--- src/rtl/mips_isa_pkg.sv ---
// Shared MIPS subset definitions: opcode/function codes and fetch FSM encoding.
// Used by the fetch/issue stage and by the main control decoder.
package mips_isa_pkg;

  // Primary opcodes (instr[31:26])
  localparam logic [5:0] OP_RTYPE = 6'h00;
  localparam logic [5:0] OP_J     = 6'h02;
  localparam logic [5:0] OP_ADDI  = 6'h08;
  localparam logic [5:0] OP_SLTI  = 6'h0A;
  localparam logic [5:0] OP_ANDI  = 6'h0C;
  localparam logic [5:0] OP_ORI   = 6'h0D;
  localparam logic [5:0] OP_LW    = 6'h23;
  localparam logic [5:0] OP_SW    = 6'h2B;

  // R-type function codes (instr[5:0])
  localparam logic [5:0] FN_JR    = 6'h08;
  localparam logic [5:0] FN_ADD   = 6'h20;
  localparam logic [5:0] FN_SUB   = 6'h22;
  localparam logic [5:0] FN_SUBU  = 6'h23;
  localparam logic [5:0] FN_AND   = 6'h24;
  localparam logic [5:0] FN_OR    = 6'h25;
  localparam logic [5:0] FN_NOR   = 6'h27;
  localparam logic [5:0] FN_SLT   = 6'h2A;

  // Fetch/issue state encoding
  typedef enum logic [1:0] {
    S_IDLE  = 2'd0,
    S_FETCH = 2'd1,
    S_ISSUE = 2'd2
  } fetch_state_e;

  // Field extraction helpers
  function automatic logic [5:0] instr_opcode(input logic [31:0] instr);
    return instr[31:26];
  endfunction

  function automatic logic [5:0] instr_funct(input logic [31:0] instr);
    return instr[5:0];
  endfunction

  // True for jr: register-indirect jump resolved in the fetch stage
  function automatic logic is_jr(input logic [31:0] instr);
    return (instr[31:26] == OP_RTYPE) && (instr[5:0] == FN_JR);
  endfunction

  // True for j: pseudo-direct jump resolved in the fetch stage
  function automatic logic is_j(input logic [31:0] instr);
    return instr[31:26] == OP_J;
  endfunction

endpackage

--- src/rtl/isa_legal_check.sv ---
// Combinational membership test for the supported MIPS subset.
// Shared with the main control decoder so both agree on what is legal.
module isa_legal_check
  import mips_isa_pkg::*;
(
  input  logic [5:0] opcode,
  input  logic [5:0] funct,
  output logic       legal
);

  // Opcode first; R-type additionally qualified by the function field
  always_comb begin
    legal = 1'b0;
    unique case (opcode)
      OP_RTYPE: begin
        unique case (funct)
          FN_ADD, FN_SUB, FN_SUBU, FN_AND,
          FN_OR, FN_NOR, FN_SLT, FN_JR: legal = 1'b1;
          default:                      legal = 1'b0;
        endcase
      end
      OP_J, OP_ADDI, OP_SLTI, OP_ANDI,
      OP_ORI, OP_LW, OP_SW:             legal = 1'b1;
      default:                          legal = 1'b0;
    endcase
  end

endmodule

--- src/rtl/instr_fetch_issue.sv ---
// Instruction fetch and issue stage: owns the PC, fetches one word at a time over
// a req/ack handshake, splits it into MIPS fields and issues it under valid/ready.
// j and jr are resolved here by redirecting the PC at issue time.
module instr_fetch_issue
  import mips_isa_pkg::*;
#(
  parameter int unsigned         IMEM_AW  = 32,
  parameter logic [IMEM_AW-1:0]  RESET_PC = '0
) (
  input  logic               clk,
  input  logic               reset,
  input  logic               run,
  // Instruction memory
  output logic               imem_req,
  output logic [IMEM_AW-1:0] imem_addr,
  input  logic               imem_ack,
  input  logic [31:0]        imem_rdata,
  // Issue interface
  output logic               issue_valid,
  input  logic               issue_ready,
  output logic [5:0]         Opcode,
  output logic [5:0]         Function,
  output logic [4:0]         rs,
  output logic [4:0]         rt,
  output logic [4:0]         rd,
  output logic [15:0]        imm,
  input  logic [31:0]        rs_data,
  output logic [IMEM_AW-1:0] pc_out,
  output logic               illegal,
  output logic [31:0]        instr_count
);

  fetch_state_e       state;
  logic [IMEM_AW-1:0] pc;
  logic [31:0]        instr;
  logic [31:0]        count;
  logic               req_q;
  logic               valid_q;

  logic [IMEM_AW-1:0] pc_plus4;
  logic [31:0]        pc_plus4_w;
  logic [31:0]        jump_target;
  logic [IMEM_AW-1:0] pc_next;
  logic               legal;
  logic               handshake;

  isa_legal_check u_legal (
    .opcode (instr_opcode(instr)),
    .funct  (instr_funct(instr)),
    .legal  (legal)
  );

  assign handshake = valid_q & issue_ready;

  // Next PC at issue: j keeps the top nibble of PC+4, jr takes rs_data verbatim
  // (misaligned targets pass through unchanged), everything else steps by 4.
  always_comb begin
    pc_plus4    = pc + IMEM_AW'(4);
    pc_plus4_w  = 32'(pc_plus4);
    jump_target = {pc_plus4_w[31:28], instr[25:0], 2'b00};
    pc_next     = pc_plus4;
    if (is_j(instr)) begin
      pc_next = IMEM_AW'(jump_target);
    end else if (is_jr(instr)) begin
      pc_next = IMEM_AW'(rs_data);
    end
  end

  // Fetch/issue FSM with registered req/valid; reset wins over any in-flight request
  always_ff @(posedge clk) begin
    if (reset) begin
      state   <= S_IDLE;
      pc      <= RESET_PC;
      instr   <= '0;
      count   <= '0;
      req_q   <= 1'b0;
      valid_q <= 1'b0;
    end else begin
      unique case (state)
        S_IDLE: begin
          if (run) begin
            state <= S_FETCH;
            req_q <= 1'b1;
          end
        end
        S_FETCH: begin
          // run is deliberately ignored here: an issued request always completes
          if (imem_ack) begin
            instr   <= imem_rdata;
            state   <= S_ISSUE;
            req_q   <= 1'b0;
            valid_q <= 1'b1;
          end
        end
        S_ISSUE: begin
          if (handshake) begin
            count   <= count + 32'd1;
            pc      <= pc_next;
            valid_q <= 1'b0;
            if (run) begin
              state <= S_FETCH;
              req_q <= 1'b1;
            end else begin
              state <= S_IDLE;
            end
          end
        end
        default: begin
          state   <= S_IDLE;
          req_q   <= 1'b0;
          valid_q <= 1'b0;
        end
      endcase
    end
  end

  // Fields are zeroed when nothing is issued so the decoder sees an idle opcode
  always_comb begin
    imem_req    = req_q;
    imem_addr   = pc;
    issue_valid = valid_q;
    instr_count = count;
    Opcode      = '0;
    Function    = '0;
    rs          = '0;
    rt          = '0;
    rd          = '0;
    imm         = '0;
    illegal     = 1'b0;
    pc_out      = '0;
    if (valid_q) begin
      Opcode   = instr[31:26];
      Function = instr[5:0];
      rs       = instr[25:21];
      rt       = instr[20:16];
      rd       = instr[15:11];
      imm      = instr[15:0];
      illegal  = ~legal;
      pc_out   = pc;
    end
  end

endmodule

--- config.mk ---
export PLATFORM = sky130hd
export DESIGN_NAME = instr_fetch_issue
export DESIGN_NICKNAME = d
export VERILOG_FILES = /design/src/rtl/mips_isa_pkg.sv /design/src/rtl/isa_legal_check.sv /design/src/rtl/instr_fetch_issue.sv
export SDC_FILE = /design/constraint.sdc
export NUM_CORES = 1
export LEC_CHECK = 0
export ABC_AREA = 1
export CELL_PAD_IN_SITES_DETAIL_PLACEMENT = 0
export CELL_PAD_IN_SITES_GLOBAL_PLACEMENT = 1
export CORE_ASPECT_RATIO = 1.5
export CORE_MARGIN = 8
export CORE_UTILIZATION = 28
export DETAILED_ROUTE_END_ITERATION = 16
export PLACE_DENSITY = 0.87
export SETUP_SLACK_MARGIN = 0.2
export SYNTH_ARGS = -nofsm -noshare
export SYNTH_HDL_FRONTEND = slang
export SYNTH_HIERARCHICAL = 1
export SYNTH_SLANG_ARGS = --single-unit
--- constraint.sdc ---
create_clock -name clk -period 1.5 [get_ports clk]
set_input_delay 0.3 -clock clk [delete_from_list [all_inputs] [get_ports clk]]
set_output_delay 0.3 -clock clk [all_outputs]
set_load 0.005 [all_outputs]
==> results.cfg, run 1 <==
[status]
outcome = finished with violations
violations = setup timing

[setup_path]
worstPathArrival_ns = 2.07
worst-setup-path-type = reg2reg
startpoint_type = flop
endpoint_kind = flop
path_max_fanout = 7
crit_required_ns = 1.76

[route]
drc = 0
vias = 9062
drt-total-wl_um = 33000
drtIter0Drc = 475
final_antenna_net_count = 0
dr.pass1.iters = 5
viasPerCell = 4.91
post_drt_wl_per_cell_um = 17.9

[cells_and_area]
layout-drive-gt1-share_pct = 48.9
stdcell_area_um2 = 13000
nets = 1633
final_cells = 1847
syn2layout_area_growth_pct = 101
layout_common_cells = nand2_1, buf_4, buf_6, nor2_1, inv_1
layout_commonest_cell = nand2_1
num_antenna_cells = 0

[cts]
h-tree-depth = 3
insertion_delay_ns = 0.36
cts_buffers = 9
cts_tree = done
postCtsHoldBufs = 0
clock_sinks = 100
cts_root_buf = clkbuf_16
clock_path_buffers = 2
cts.reportedPaths.clkPinSlew_ns = 0.08

[synthesis]
syn_nets = 1184
avgSynthCellArea_um2 = 5.80
synth_top_cells_by_area = dfxtp_1, nand2_1, inv_1
synth_cell_types = 29
synth-warning-count = 6
yosysTopAreaCell = dfxtp_1
synth_top_area_share_pct = 31.0
syn_inst = 1113
synthesis.area_um2 = 6450
ys_seq_elements = 100
ys_seq_area_share_pct = 31.0

[timing]
grt_setup_unrepaired = true
period_minus_slack_ns = 1.81
fin_skew_ns = 0.0140
post-route-period-util_pct = 121
fin_ws_ns = -0.310
maxSlewViolCount = 0
setup-tns-final_ns = -26.72
hold_viol = 0
max_slew.worst_pin.slew_ns = 0.447
setup_viol_count_final = 139
fmax_mhz = 552
slew_headroom_pct = 70.0

[power_and_ir_drop]
vdd_drop_max_uv = 652
p_leak_uw = 0.00637
p_per_area_nw_per_um2 = 524
p_total_uw = 6800

[floorplan]
core_area_um2 = 22800
rows = 68
io_pins = 211
die_area_um2 = 28200
die-height_um = 202
start_util_pct = 28.3
die_x_um = 140

[placement]
dp_cells = 1686
hpwl_um = 20500
place_congestion = 0.885
port_buffers = 210
placed_area_um2 = 9910

[grt]
grt.overflow.total = 0
grt_pass1_wl_um = 46400
grt_max_degree = 60
antenna_found_initial = 0
grt_usage_pct = 20.5
first_global_vias = 8967

[hold_path]
hold_class = reg2reg

[run]
cap_violations = 0
[flip-flops by register name, indices dropped and copies added, names as in the netlist]
register / flops
imem_addr: 32
instr: 32
issue_valid: 1
state: 2
instr_count: 32
imem_req: 1
[final timing paths]
check | from | endpoint | slack [ns] | cells after the start
hold / removal | imem_req | imem_req | 0.46 | 2
setup / recovery | issue_valid | imem_addr[10] | -0.31 | 12
hold reg to reg | imem_req | imem_req | 0.46 | 2
setup reg to reg | issue_valid | imem_addr[10] | -0.31 | 12
[worst max-delay path: stages, from the launching register on]
cell and delay, ns:
dfxtp_4 0.37, buf_6 0.12, buf_6 0.10, buf_6 0.10, nand2_8 0.04, nor2_4 0.14
buf_6 0.13, buf_12 0.13, buf_12 0.15, nand3_2 0.08, o21a_1 0.12, a21oi_2 0.15
nor2_1 0.07
[power by group]
part	switching, µW	internal, µW
sequential	81.2	2670
combinational	747	778
clock	1180	1350
[routing by layer]
metal / routed length (µm) / GRT usage (%)
met5: 0 / 0
met4: 1770 / 9.69
met3: 2000 / 4.30
met2: 17300 / 38.9
met1: 11900 / 20.9
[cell type report]
| cell class | instances | area, µm² |
|---|---|---|
| Multi-Input combinational cell | 788 | 4590 |
| Clock buffer | 12 | 278 |
| Tap cell | 280 | 350 |
| Clock inverter | 4 | 37.5 |
| Inverter | 174 | 673 |
| Sequential cell | 100 | 2200 |
| Timing Repair Buffer | 489 | 4840 |
| Fill cell | 2016 | 9830 |
[metrics by stage]
step	hold WS [ns]	worst slack [ns]	util (%)
final	0.459	-0.310	56.9
after floorplan	0.437	0.101	-
after global routing	0.465	-0.396	56.9
after detailed placement	0.453	-0.346	43.4
after CTS	0.460	-0.472	50.9
after global placement	0.448	-0.334	43.4
[what timing repair did]
action	4_1_cts	5_1_grt
resized for setup	694	408
endpoints found under the setup margin	203	183
setup buffers	86	42
pin swaps	42	59
cloned	12	5
[cell families after synthesis]
group	Yosys count	synth area share (%)
adders and majority gates	2	0.388
AOI/OAI and AO/OA	183	14.5
DFF	100	31.0
buffers and inverters	225	14.0
xor gates and xnor gates	17	2.31
and+or+nand+nor	586	37.7
[cell usage after synthesis]
master and number:
a21oi_1 90, a31oi_1 3, and3_1 1, buf_2 7
buf_4 12, buf_6 1, clkbuf_1 31, dfxtp_1 100
ha_1 2, inv_1 171, inv_2 3, nand2_1 344
nand2_2 5, nand3_1 52, nand3b_1 22, nand4_1 6
nor2_1 139, nor2_2 7, nor2_4 2, nor3_1 6
nor3_4 1, o21a_1 3, o21ai_0 80, o21ai_1 2
o21bai_1 2, o22ai_1 3, or2_2 1, xnor2_1 4
xor2_1 13
Note: power is estimated with default switching activity, not from simulation.
==> run 2: changes to the inputs <==
--- a/config.mk
+++ b/config.mk
@@ -8,12 +8,11 @@
 export ABC_AREA = 1
 export CELL_PAD_IN_SITES_DETAIL_PLACEMENT = 0
 export CELL_PAD_IN_SITES_GLOBAL_PLACEMENT = 1
-export CORE_ASPECT_RATIO = 1.5
 export CORE_MARGIN = 8
 export CORE_UTILIZATION = 28
 export DETAILED_ROUTE_END_ITERATION = 16
 export PLACE_DENSITY = 0.87
-export SETUP_SLACK_MARGIN = 0.2
+export SKIP_CTS_REPAIR_TIMING = 1
 export SYNTH_ARGS = -nofsm -noshare
 export SYNTH_HDL_FRONTEND = slang
 export SYNTH_HIERARCHICAL = 1
==> results.cfg, run 2 (synthesis gave the netlist of run 1 again) <==
[status]
outcome = finished with violations
violations = setup timing

[power_and_ir_drop]
p_total_uw = 6510
vdd_drop_max_uv = 496
p_per_area_nw_per_um2 = 547
p_leak_uw = 0.00671

[timing]
post-route-period-util_pct = 119
hold_viol = 0
grt_setup_unrepaired = true
setup_viol_count_final = 116
period_minus_slack_ns = 1.78
whs_ns = 0.457
max_slew.worst_pin.slew_ns = 0.443
slew_headroom_pct = 70.5
maxSlewViolCount = 0
fin_skew_ns = 0.0124
fmax_mhz = 562
fin_ws_ns = -0.279

[route]
viasPerCell = 4.74
post_drt_wl_per_cell_um = 16.6
final_antenna_net_count = 0
drt-total-wl_um = 29700
vias = 8483
drc = 0
dr.pass1.iters = 5
drtIter0Drc = 443

[cts]
cts_root_buf = clkbuf_16
clock_sinks = 100
cts_tree = done
cts.reportedPaths.clkPinSlew_ns = 0.07
h-tree-depth = 3
clock_path_buffers = 2
insertion_delay_ns = 0.36
cts_buffers = 9

[setup_path]
critPathMaxStageDelay_ns = 0.37
endpoint_kind = primary output
crit_required_ns = 1.20
r2r.worst_path.cells = 11
startpoint_type = flop
cp_cell_sequence = buf_12 -> buf_6 -> clkbuf_16 -> buf_4 -> nand2_1 -> inv_1 -> clkbuf_2
r2r-end = instr_count[17]
r2r_start = issue_valid
cp_slowest_cell = dfxtp_4
worst-setup-path-type = reg2out
path_max_fanout = 7
rrSetupSlack_ns = -0.27
worstPathArrival_ns = 1.48

[floorplan]
die_area_um2 = 28100
die_x_um = 168
die-height_um = 168
rows = 55
start_util_pct = 28.5
core_area_um2 = 22600
io_pins = 211

[grt]
busiest_layer = met2
grt.overflow.total = 0
antenna_found_initial = 5
use_met1_pct = 21.8
first_global_vias = 7512
grt_pass1_wl_um = 39500
use_met3_pct = 3.81
grt_max_degree = 59
use_met2_pct = 29.4
grt_usage_pct = 17.5

[hold_path]
holdCritStartpoint = imem_req
hold-path-endpoint = imem_req
hold_class = reg2reg
hold_depth = 2

[placement]
dp_slack_ns = -0.376
hpwl_um = 20300
place_congestion = 0.887
port_buffers = 210

[cells_and_area]
nets = 1566
layout_common_cells = nand2_1, buf_4, inv_1, nor2_1, a21oi_1
syn2layout_area_growth_pct = 84.5
final.fill_count = 2138
layout-drive-gt1-share_pct = 37.7
layout_commonest_cell = nand2_1

[run]
cap_violations = 0
run 2: changes by cell type in the layout (fill, tap and decap cells not counted), moves of 20 or more:
cell / previous run / this run
a21oi_1: 62 / 82
a21oi_2: 28 / 8
buf_2: 36 / 9
buf_4: 165 / 137
buf_6: 123 / 57
clkbuf_2: 25 / 45
dlymetal6s2s_1: 1 / 70
inv_1: 108 / 129
inv_2: 61 / 41
o21ai_0: 23 / 53
o21ai_2: 35 / 15
run 2: cell type report:
| type | count | area [µm²] | area share, % |
|---|---|---|---|
| sequential | 100 | 2200 | 18.5 |
| inverter | 174 | 673 | 5.66 |
| multi-input combinational | 788 | 4190 | 35.2 |
| antenna | 5 | 12.5 | 0.105 |
| timing repair inverter | 2 | 17.5 | 0.147 |
| clock inverter | 4 | 33.8 | 0.284 |
| clock buffer | 12 | 256 | 2.16 |
| tap | 285 | 357 | 3.00 |
| timing repair buffer | 420 | 4160 | 35.0 |
run 2: worst max-delay path by stage:
stage | from | to
after global placement | issue_ready | instr_count[17]
final | issue_valid | pc_out[10]
after floorplan | imem_addr[3] | imem_addr[16]
after CTS | instr[26] | illegal
after global routing | issue_valid | instr_count[17]
after detailed placement | issue_ready | instr_count[17]
run 2: worst max-delay path, delay by kind of cell (launching register included):
family | cells | cell delay (ns)
flip-flops | 1 | 0.37
buffers and inverters | 6 | 0.70
AND/OR/NAND/NOR | 1 | 0.05
run 2: power breakdown:
group / switching (µW) / internal, µW
Sequential: 79.2 / 2670
Clock: 1130 / 1230
Combinational: 698 / 707
Total: 1910 / 4600
run 2: routing by layer:
layer	up-vias	share of wire (%)	wire length [µm]
li1	4220	-	-
met1	3944	44	13200
met2	280	48	14200
met3	39	5.5	1640
met4	0	2.1	627
met5	-	0	0
run 2: stage by stage:
stage	util, %	area (µm²)	instances	setup TNS [ns]
3_5_place_dp	43.3	9810	1696	-22.80
6_report	52.6	11900	1790	-18.30
2_1_floorplan	-	6450	1113	0
3_3_place_gp	43.3	9810	1696	-20.60
5_1_grt	52.6	11900	1790	-26.45
4_1_cts	44.6	10100	1712	-48.81
==> run 3: changes to the inputs <==
--- a/config.mk
+++ b/config.mk
@@ -8,7 +8,7 @@
 export ABC_AREA = 1
 export CELL_PAD_IN_SITES_DETAIL_PLACEMENT = 0
 export CELL_PAD_IN_SITES_GLOBAL_PLACEMENT = 1
-export CORE_MARGIN = 8
+export CORE_MARGIN = 2
 export CORE_UTILIZATION = 28
 export DETAILED_ROUTE_END_ITERATION = 16
 export PLACE_DENSITY = 0.87
==> results.cfg, run 3 (synthesis gave the netlist of run 1 again) <==
[status]
outcome = finished with violations
violations = setup timing

[floorplan]
core_area_um2 = 22600
die_x_um = 156
die-height_um = 156
rows = 55
die_area_um2 = 24300
io_pins = 211
start_util_pct = 28.5

[cells_and_area]
layout_commonest_cell = nand2_1
stdcell_area_um2 = 11800
nets = 1560
seqCellArea_um2 = 2220
syn2layout_area_growth_pct = 83.0
final.fill_count = 2168
multiInputGateArea_um2 = 4030
layout_common_cells = nand2_1, buf_4, inv_1, nor2_1, dlymetal6s2s_1
layout-drive-gt1-share_pct = 30.1

[timing]
hold_viol = 0
slew_headroom_pct = 70.4
setup_viol_count_final = 108
fmax_mhz = 517
maxSlewViolCount = 0
post-route-period-util_pct = 129
max_slew.worst_pin.slew_ns = 0.443
grt_setup_unrepaired = true
fin_skew_ns = 0.0116
whs_ns = 0.457
period_minus_slack_ns = 1.93
fin_ws_ns = -0.433

[run]
cap_violations = 0

[setup_path]
r2r.worst_path.cells = 12
rrSetupSlack_ns = -0.22
r2r_start = instr[26]
crit_required_ns = 1.20
crit_end = imm[15]
path_max_fanout = 7
worstPathArrival_ns = 1.63
crit_path_start = issue_valid
r2r-end = imem_addr[3]
worst-setup-path-type = reg2out
startpoint_type = flop
endpoint_kind = primary output

[power_and_ir_drop]
p_int_uw = 4520
p_leak_uw = 0.00699
switching_share_pct = 30.5
switching_power_uw = 1990
p_clk_share_pct = 37.4
vdd_drop_max_uv = 466
p_total_uw = 6510
p_comb_share_pct = 20.9
seqPwrFrac_pct = 41.7
p_per_area_nw_per_um2 = 552

[route]
dr.pass1.iters = 5
viasPerCell = 4.67
drtIter0Drc = 624
drc = 0
post_drt_wl_per_cell_um = 15.1
vias = 8307
drt-total-wl_um = 26800
final_antenna_net_count = 0

[cts]
cts.reportedPaths.clkPinSlew_ns = 0.07
h-tree-depth = 3
cts_root_buf = clkbuf_16
cts_tree = done
clock_path_buffers = 2
clock_sinks = 100
cts_buffers = 9
insertion_delay_ns = 0.36

[placement]
hpwl_um = 19000
dp_slack_ns = -0.358
port_buffers = 210
placed_area_um2 = 9950
place_congestion = 0.886

[grt]
grt_pass1_wl_um = 38000
antenna_found_initial = 1
grt.overflow.total = 0
grt_usage_pct = 19.8
grt_max_degree = 59
first_global_vias = 7306

[hold_path]
hold_class = reg2reg
==> run 3: area by class of cell <==
| class | count | area share, % |
|---|---|---|
| Inverter | 174 | 5.78 |
| Sequential cell | 100 | 18.8 |
| Timing Repair Buffer | 413 | 35.3 |
| Timing Repair inverter | 3 | 0.307 |
| Tap cell | 285 | 3.02 |
| Clock inverter | 7 | 0.647 |
| Clock buffer | 9 | 1.91 |
| Antenna cell | 1 | 0.0212 |
| Multi-Input combinational cell | 788 | 34.2 |
==> run 3: worst min-delay path by stage <==
| stage | depth (start not counted) | endpoint | start |
|---|---|---|---|
| after CTS | 2 | imem_req | imem_req |
| after global placement | 2 | imem_req | imem_req |
| after floorplan | 2 | instr[14] | instr[14] |
| final | 2 | imem_req | imem_req |
| after global routing | 2 | imem_req | imem_req |
| after detailed placement | 2 | imem_req | imem_req |
==> run 3: power by group through the flow <==
stage               registers [µW]  clock network [µW]  logic, µW
finish                        2720                2430       1360
global route                  2730                2590       1450
CTS                           2800                2510        960
detailed placement            2860                   0        958
global placement              2860                   0        949
floorplan                     2850                   0        420
==> run 3: routing by layer <==
layer | GRT usage [%] | vias up | wire, µm
met5 | 0 | - | 0
met4 | 5.64 | 0 | 673
met3 | 3.36 | 34 | 1570
met2 | 32.9 | 286 | 12500
met1 | 26.5 | 3792 | 12100
li1 | - | 4195 | -
==> run 3: metrics by stage <==
step,util (%),setup TNS (ns),instances
floorplan,-,0,1113
global placement,43.9,-16.84,1708
CTS,45.3,-48.51,1724
global route,52.1,-24.66,1780
detailed placement,43.9,-18.61,1708
finish,52.1,-17.75,1780
==> run 3: critical path, cell delays in order, from the launching register on <==
cell             delay [ns]
dfxtp_4                0.37
buf_8                  0.14
buf_12                 0.13
nand2_1                0.07
inv_1                  0.08
clkdlybuf4s50_1        0.50
